<file path="src/rtl/fir_pkg.sv">
// Shared constants and state encoding for the FIR tap sequencer.
package fir_pkg;

  localparam int ADDR_W = 4;
  localparam int NTAPS  = 16;

  typedef enum logic [1:0] {
    IDLE = 2'd0,
    RUN  = 2'd1,
    DONE = 2'd2
  } state_t;

endpackage

</file>
<file path="src/rtl/fir_ptr_ctr.sv">
// Modulo-2**W pointer register with synchronous clear and increment.
// Serves as both the circular write pointer and the tap counter.
module fir_ptr_ctr #(
  parameter int W = fir_pkg::ADDR_W
) (
  input  logic         clk,
  input  logic         rst,
  input  logic         clr,
  input  logic         inc,
  output logic [W-1:0] q
);

  // Wrap is natural modulo: NTAPS is tied to 2**W.
  always_ff @(posedge clk or posedge rst) begin
    if (rst)      q <= '0;
    else if (clr) q <= '0;
    else if (inc) q <= q + W'(1);
  end

endmodule

</file>
<file path="src/rtl/fir_tap_sequencer.sv">
// FIR tap sequencer: accepts a sample, bumps the circular write pointer, then walks all taps for the MAC.
// Optional build macro FIR_SEQ_MAC_STALL_EN adds mac_ready back-pressure from the MAC.
module fir_tap_sequencer #(
  parameter int ADDR_W = fir_pkg::ADDR_W,
  parameter int NTAPS  = fir_pkg::NTAPS
) (
  input  logic              clk,
  input  logic              rst,
  input  logic              clr,
  input  logic              in_valid,
  output logic              in_ready,
  output logic [ADDR_W-1:0] wr_ptr,
  output logic              wr_en,
  output logic [ADDR_W-1:0] rd_addr,
  output logic [ADDR_W-1:0] coef_addr,
  output logic              mac_valid,
  output logic              mac_first,
  output logic              mac_last,
`ifdef FIR_SEQ_MAC_STALL_EN
  input  logic              mac_ready,
`endif
  output logic              done,
  output logic              busy
);
  import fir_pkg::*;

  state_t            state, state_nx;
  logic [ADDR_W-1:0] k;
  logic [ADDR_W-1:0] newest;
  logic              accept;
  logic              adv;
  logic              last_tap;

  assign in_ready = (state == IDLE);
  // clr outranks a simultaneous sample so nothing is written on a flush cycle.
  assign accept   = in_valid & in_ready & ~clr;
  assign wr_en    = accept;
  assign last_tap = (k == ADDR_W'(NTAPS - 1));

`ifdef FIR_SEQ_MAC_STALL_EN
  assign adv = mac_ready;
`else
  assign adv = 1'b1;
`endif

  always_ff @(posedge clk or posedge rst) begin
    if (rst) state <= IDLE;
    else     state <= state_nx;
  end

  always_comb begin
    state_nx = state;
    case (state)
      IDLE:    if (accept) state_nx = RUN;
      RUN:     if (adv && last_tap) state_nx = DONE;
      DONE:    state_nx = IDLE;
      default: state_nx = IDLE;
    endcase
    if (clr) state_nx = IDLE;
  end

  fir_ptr_ctr #(.W(ADDR_W)) u_wr_ptr (
    .clk (clk),
    .rst (rst),
    .clr (clr),
    .inc (accept),
    .q   (wr_ptr)
  );

  // Restarted on every accept so an aborted run can never leak a stale tap index.
  fir_ptr_ctr #(.W(ADDR_W)) u_tap_ctr (
    .clk (clk),
    .rst (rst),
    .clr (clr | accept),
    .inc ((state == RUN) & adv),
    .q   (k)
  );

  always_ff @(posedge clk or posedge rst) begin
    if (rst)         newest <= '0;
    else if (accept) newest <= wr_ptr;
  end

  // MAC-side outputs decode purely from registers, so rst/clr zero them without glitching on inputs.
  always_comb begin
    mac_valid = 1'b0;
    mac_first = 1'b0;
    mac_last  = 1'b0;
    rd_addr   = '0;
    coef_addr = '0;
    if (state == RUN) begin
      mac_valid = 1'b1;
      mac_first = (k == '0);
      mac_last  = last_tap;
      coef_addr = k;
      rd_addr   = newest - k;
    end
  end

  assign done = (state == DONE);
  assign busy = (state != IDLE);

endmodule

</file>
<file path="config.mk">
export PLATFORM = sky130hd
export DESIGN_NAME = fir_tap_sequencer
export DESIGN_NICKNAME = d
export VERILOG_FILES = /design/src/rtl/fir_pkg.sv /design/src/rtl/fir_ptr_ctr.sv /design/src/rtl/fir_tap_sequencer.sv
export SDC_FILE = /design/constraint.sdc
export NUM_CORES = 1
export LEC_CHECK = 0
export ABC_AREA = 1
export ABC_CLOCK_PERIOD_IN_PS = 1200
export BUFFER_PORTS_ARGS = -buffer_cell sky130_fd_sc_hd__buf_2
export CORE_MARGIN = 4
export CORE_UTILIZATION = 41
export DETAILED_ROUTE_END_ITERATION = 7
export GPL_TIMING_DRIVEN = 0
export PLACE_DENSITY_LB_ADDON = 0.2
export SLEW_MARGIN = 20
export SYNTH_ARGS = -nofsm -noshare
export SYNTH_HDL_FRONTEND = slang
export SYNTH_SLANG_ARGS = --single-unit
</file>
<file path="constraint.sdc">
create_clock -name clk -period 1.2 [get_ports clk]
set_input_delay 0.12 -clock clk [delete_from_list [all_inputs] [get_ports clk]]
set_output_delay 0.12 -clock clk [all_outputs]
set_load 0.01 [all_outputs]
</file>
==> flow_metrics.env <==
export IMPL_portBuffers=22
export IMPL_grt_pass1_wl_um=3680
export IMPL_htreeDepth=1
export IMPL_place_congestion=0.729
export IMPL_placed_area_mm2=0.00104
export IMPL_root_buffer="clkbuf_4"
export IMPL_skew_ps=11.6
export IMPL_hold_violations=0
export IMPL_leakage_nw=0.722
export IMPL_outcome="complete, but fails checks"
export IMPL_vdd_drop_max_mv=0.733
export IMPL_synth_avg_cell_area_um2=7.78
export IMPL_critical_path_max_stage_delay_ps=470
export IMPL_clk_pin_slew_ps=90
export IMPL_slew_viol_final=0
export IMPL_grt_use_total_pct=17.6
export IMPL_place_ws_ps=-257
export IMPL_start_util_pct=43.9
export IMPL_p_sw_uw=530
export IMPL_first_iter_violations=8
export IMPL_internal_power_uw=960
export IMPL_synth_common_cells="22 x nand2_1, 17 x nor2_1, 16 x inv_1"
export IMPL_tightest_slew_ps=556
export IMPL_clock_latency_ps=280
export IMPL_num_io_pins=23
export IMPL_switching_share_pct=35.6
export IMPL_synthFlopType="dfrtp_1"
export IMPL_synth_most_common_cell="nand2_1"
export IMPL_area_growth_pct=69.6
export IMPL_num_rows=16
export IMPL_synth_top_cell_by_area="dfrtp_1"
export IMPL_synth_seq_cells=14
export IMPL_synthMuxAreaShare_pct=0
export IMPL_grt_overflow=0
export IMPL_synth_top_family_by_area="simple AND/OR/NAND/NOR gates"
export IMPL_syn_area_um2=880
export IMPL_p_per_area_mw_per_mm2=999
export IMPL_dieArea_mm2=0.00295
export IMPL_max_freq_mhz=584
export IMPL_rsz0062_at_grt="true"
export IMPL_ys_seq_area_share_pct=39.8
export IMPL_clock_sinks=14
export IMPL_num_vias=896
export IMPL_ys_async_sr_fraction_pct=100
export IMPL_design_area_mm2=0.00149
export IMPL_synth_simple_area_share_pct=31.7
export IMPL_synth_edf_count=0
export IMPL_cts_tree="yes"
export IMPL_route_detailed_drc=0
export IMPL_relSlewSlack_pct=62.9
export IMPL_seqPwrFrac_pct=37.1
export IMPL_crit_arrival_ps=1590
export IMPL_syn_inst=113
export IMPL_antennaDiodeCount=0
export IMPL_comb_power_share_pct=45.2
export IMPL_min_period_over_period_pct=143
export IMPL_routed_wirelength_um=2560
export IMPL_clockPowerShare_pct=17.8
export IMPL_critPathSlowestCell="fa_1"
export IMPL_crit_chain="inv_2 -> ha_4 -> inv_2 -> fa_1 -> inv_1 -> nor2_2 -> buf_2"
export IMPL_setup_worst_path_end_class="output pin"
export IMPL_fin_ws_ps=-511
export IMPL_synth_top_area_share_pct=39.8
export IMPL_finalCriticalPeriod_ps=1710
export IMPL_wire_per_inst_um=13.8
export IMPL_grt_max_degree=15
export IMPL_synth_fa_ha_area_share_pct=10.8
export IMPL_violations="negative setup slack"
export IMPL_hold_path_class="input pin to register"
export IMPL_die_w_um=54.3
export IMPL_firstDrtPassIters=4
export IMPL_antenna_left=0
export IMPL_fin_nets=172
export IMPL_synth_compound_area_share_pct=6.26
export IMPL_drive_gt1_share_pct=58.5
export IMPL_drv_cap=0
export IMPL_worstPathMaxFanout=2
export IMPL_cp_common_cell="inv_2"
export IMPL_via_per_inst=4.82
export IMPL_cts_buffer_depth=2
export IMPL_synth_fp_nets=124
export IMPL_antenna_found_initial=0
export IMPL_grt_pass1_vias=856
export IMPL_ys_types=18
export IMPL_core_mm2=0.00200
export IMPL_dpl_hpwl_um=1430
export IMPL_numCtsBuffers=3
export IMPL_yosys_area_share_xor_xnor_pct=1.99
export IMPL_die_height_um=54.3
export IMPL_critPathRequiredTime_ps=1080
export IMPL_setup_violations=22
export IMPL_cp_start_kind="register"
export IMPL_synthTopCellsByArea="dfrtp_1 40%, nand2_1 9.4%, ha_1 8.5%"
export IMPL_crit_type="register to output pin"
export IMPL_yosys_warnings=0
==> cell families after synthesis <==
kind of cell,after synthesis
and+or+nand+nor,59
DFF,14
AOI/OAI and AO/OA,11
adders and majority gates,7
xor gates and xnor gates,2
buffers and inverters,20
==> metrics by stage <==
| step | total power [mW] | util [%] | instances | setup TNS [ps] | hold WS, ps |
|---|---|---|---|---|---|
| final | 1.49 | 74.5 | 186 | -3910 | 180 |
| after global routing | 1.57 | 74.5 | 186 | -5160 | 189 |
| after CTS | 1.35 | 65.3 | 182 | -2950 | 178 |
| after detailed placement | 0.900 | 52.2 | 162 | -669 | 195 |
| after global placement | 0.891 | 52.2 | 162 | -638 | 189 |
| after floorplan | 0.793 | - | 113 | -311 | 9.22 |
==> worst max-delay path: cells and delay by family, from the launching register on <==
| family | cells | cell delay, ps |
|---|---|---|
| DFF | 1 | 370 |
| adders and majority gates | 2 | 590 |
| and+or+nand+nor | 1 | 80 |
| buffers and inverters | 4 | 270 |
==> flip-flops by register name, indices dropped and copies added, names as in the netlist <==
signal / count
u_tap_ctr.q: 4
state: 2
newest: 4
u_wr_ptr.q: 4
==> final cells by class <==
type                    instances  area [um2]
plain buffers                   1        15.0
well taps                      27        33.8
inverters                      19        81.3
multi-input cells              79         616
repair buffers                 43         372
clock buffers                   3        22.5
fillers                       137         510
flip-flops and latches         14         352
==> cells in the final DEF (no fill, tap or decap) <==
cell type | netlist | layout
buf_16 | 0 | 1
o21ai_2 | 0 | 3
dfrtp_1 | 14 | 13
inv_4 | 0 | 4
nor2_1 | 17 | 11
inv_1 | 16 | 8
ha_4 | 0 | 3
xnor2_1 | 1 | 1
nand3_1 | 9 | 5
inv_2 | 3 | 7
a21oi_1 | 4 | 3
nor3_2 | 1 | 1
nand2_8 | 0 | 1
nand2_4 | 0 | 3
dlygate4sd3_1 | 0 | 1
nor2_4 | 3 | 7
buf_6 | 1 | 17
buf_8 | 0 | 1
nand2_2 | 5 | 8
a21oi_4 | 0 | 1
fa_1 | 1 | 1
nand3_4 | 0 | 1
nand2_1 | 22 | 15
xor2_1 | 1 | 1
dfrtp_2 | 0 | 1
buf_4 | 0 | 9
ha_1 | 6 | 3
nor2_2 | 2 | 4
nand3_2 | 0 | 3
o21ai_1 | 3 | 4
buf_2 | 0 | 15
clkbuf_4 | 0 | 3
==> metal layers <==
| layer | up-vias | wire (um) | GRT usage, % |
|---|---|---|---|
| met5 | - | 0 | 0 |
| met4 | 0 | 14 | 8.30 |
| met3 | 2 | 80 | 1.63 |
| met2 | 19 | 1410 | 30.7 |
| met1 | 424 | 1060 | 21.7 |
| li1 | 451 | - | - |
==> path summary, 6_finish.rpt <==
| path | from | endpoint | slack [ps] | cells after the start |
|---|---|---|---|---|
| hold reg to reg | u_wr_ptr.q[3]$_DFFE_PP0N_ | newest[3]$_DFFE_PP0P_ | 580 | 2 |
| setup reg to reg | state[0]$_DFFE_PP0P_ | newest[2]$_DFFE_PP0P_ | -150 | 8 |
| hold / removal | clr | state[1]$_DFFE_PP0P_ | 180 | 4 |
| max in group asynchronous | rst | state[0]$_DFFE_PP0P_ | 390 | 3 |
| min in group asynchronous | rst | state[1]$_DFFE_PP0P_ | 420 | 3 |
| setup / recovery | newest[0]$_DFFE_PP0P_ | rd_addr[1] | -510 | 7 |
==> timing repair <==
action                                  4_1_cts  5_1_grt
cloned                                        1        0
pin swaps                                     5       12
endpoints found under the setup margin       12       27
hold buffers                                  1        0
setup buffers                                15        8
gates resized for setup                      27       45
endpoints found under the hold margin        14        0
==> power groups by stage <==
stage / clock network [mW] / registers [mW] / logic [mW]
3_3_place_gp: 0 / 0.547 / 0.343
5_1_grt: 0.292 / 0.556 / 0.724
3_5_place_dp: 0 / 0.549 / 0.352
4_1_cts: 0.273 / 0.544 / 0.532
2_1_floorplan: 0 / 0.546 / 0.247
6_report: 0.265 / 0.552 / 0.673
Power figures use the tool's default switching activity.
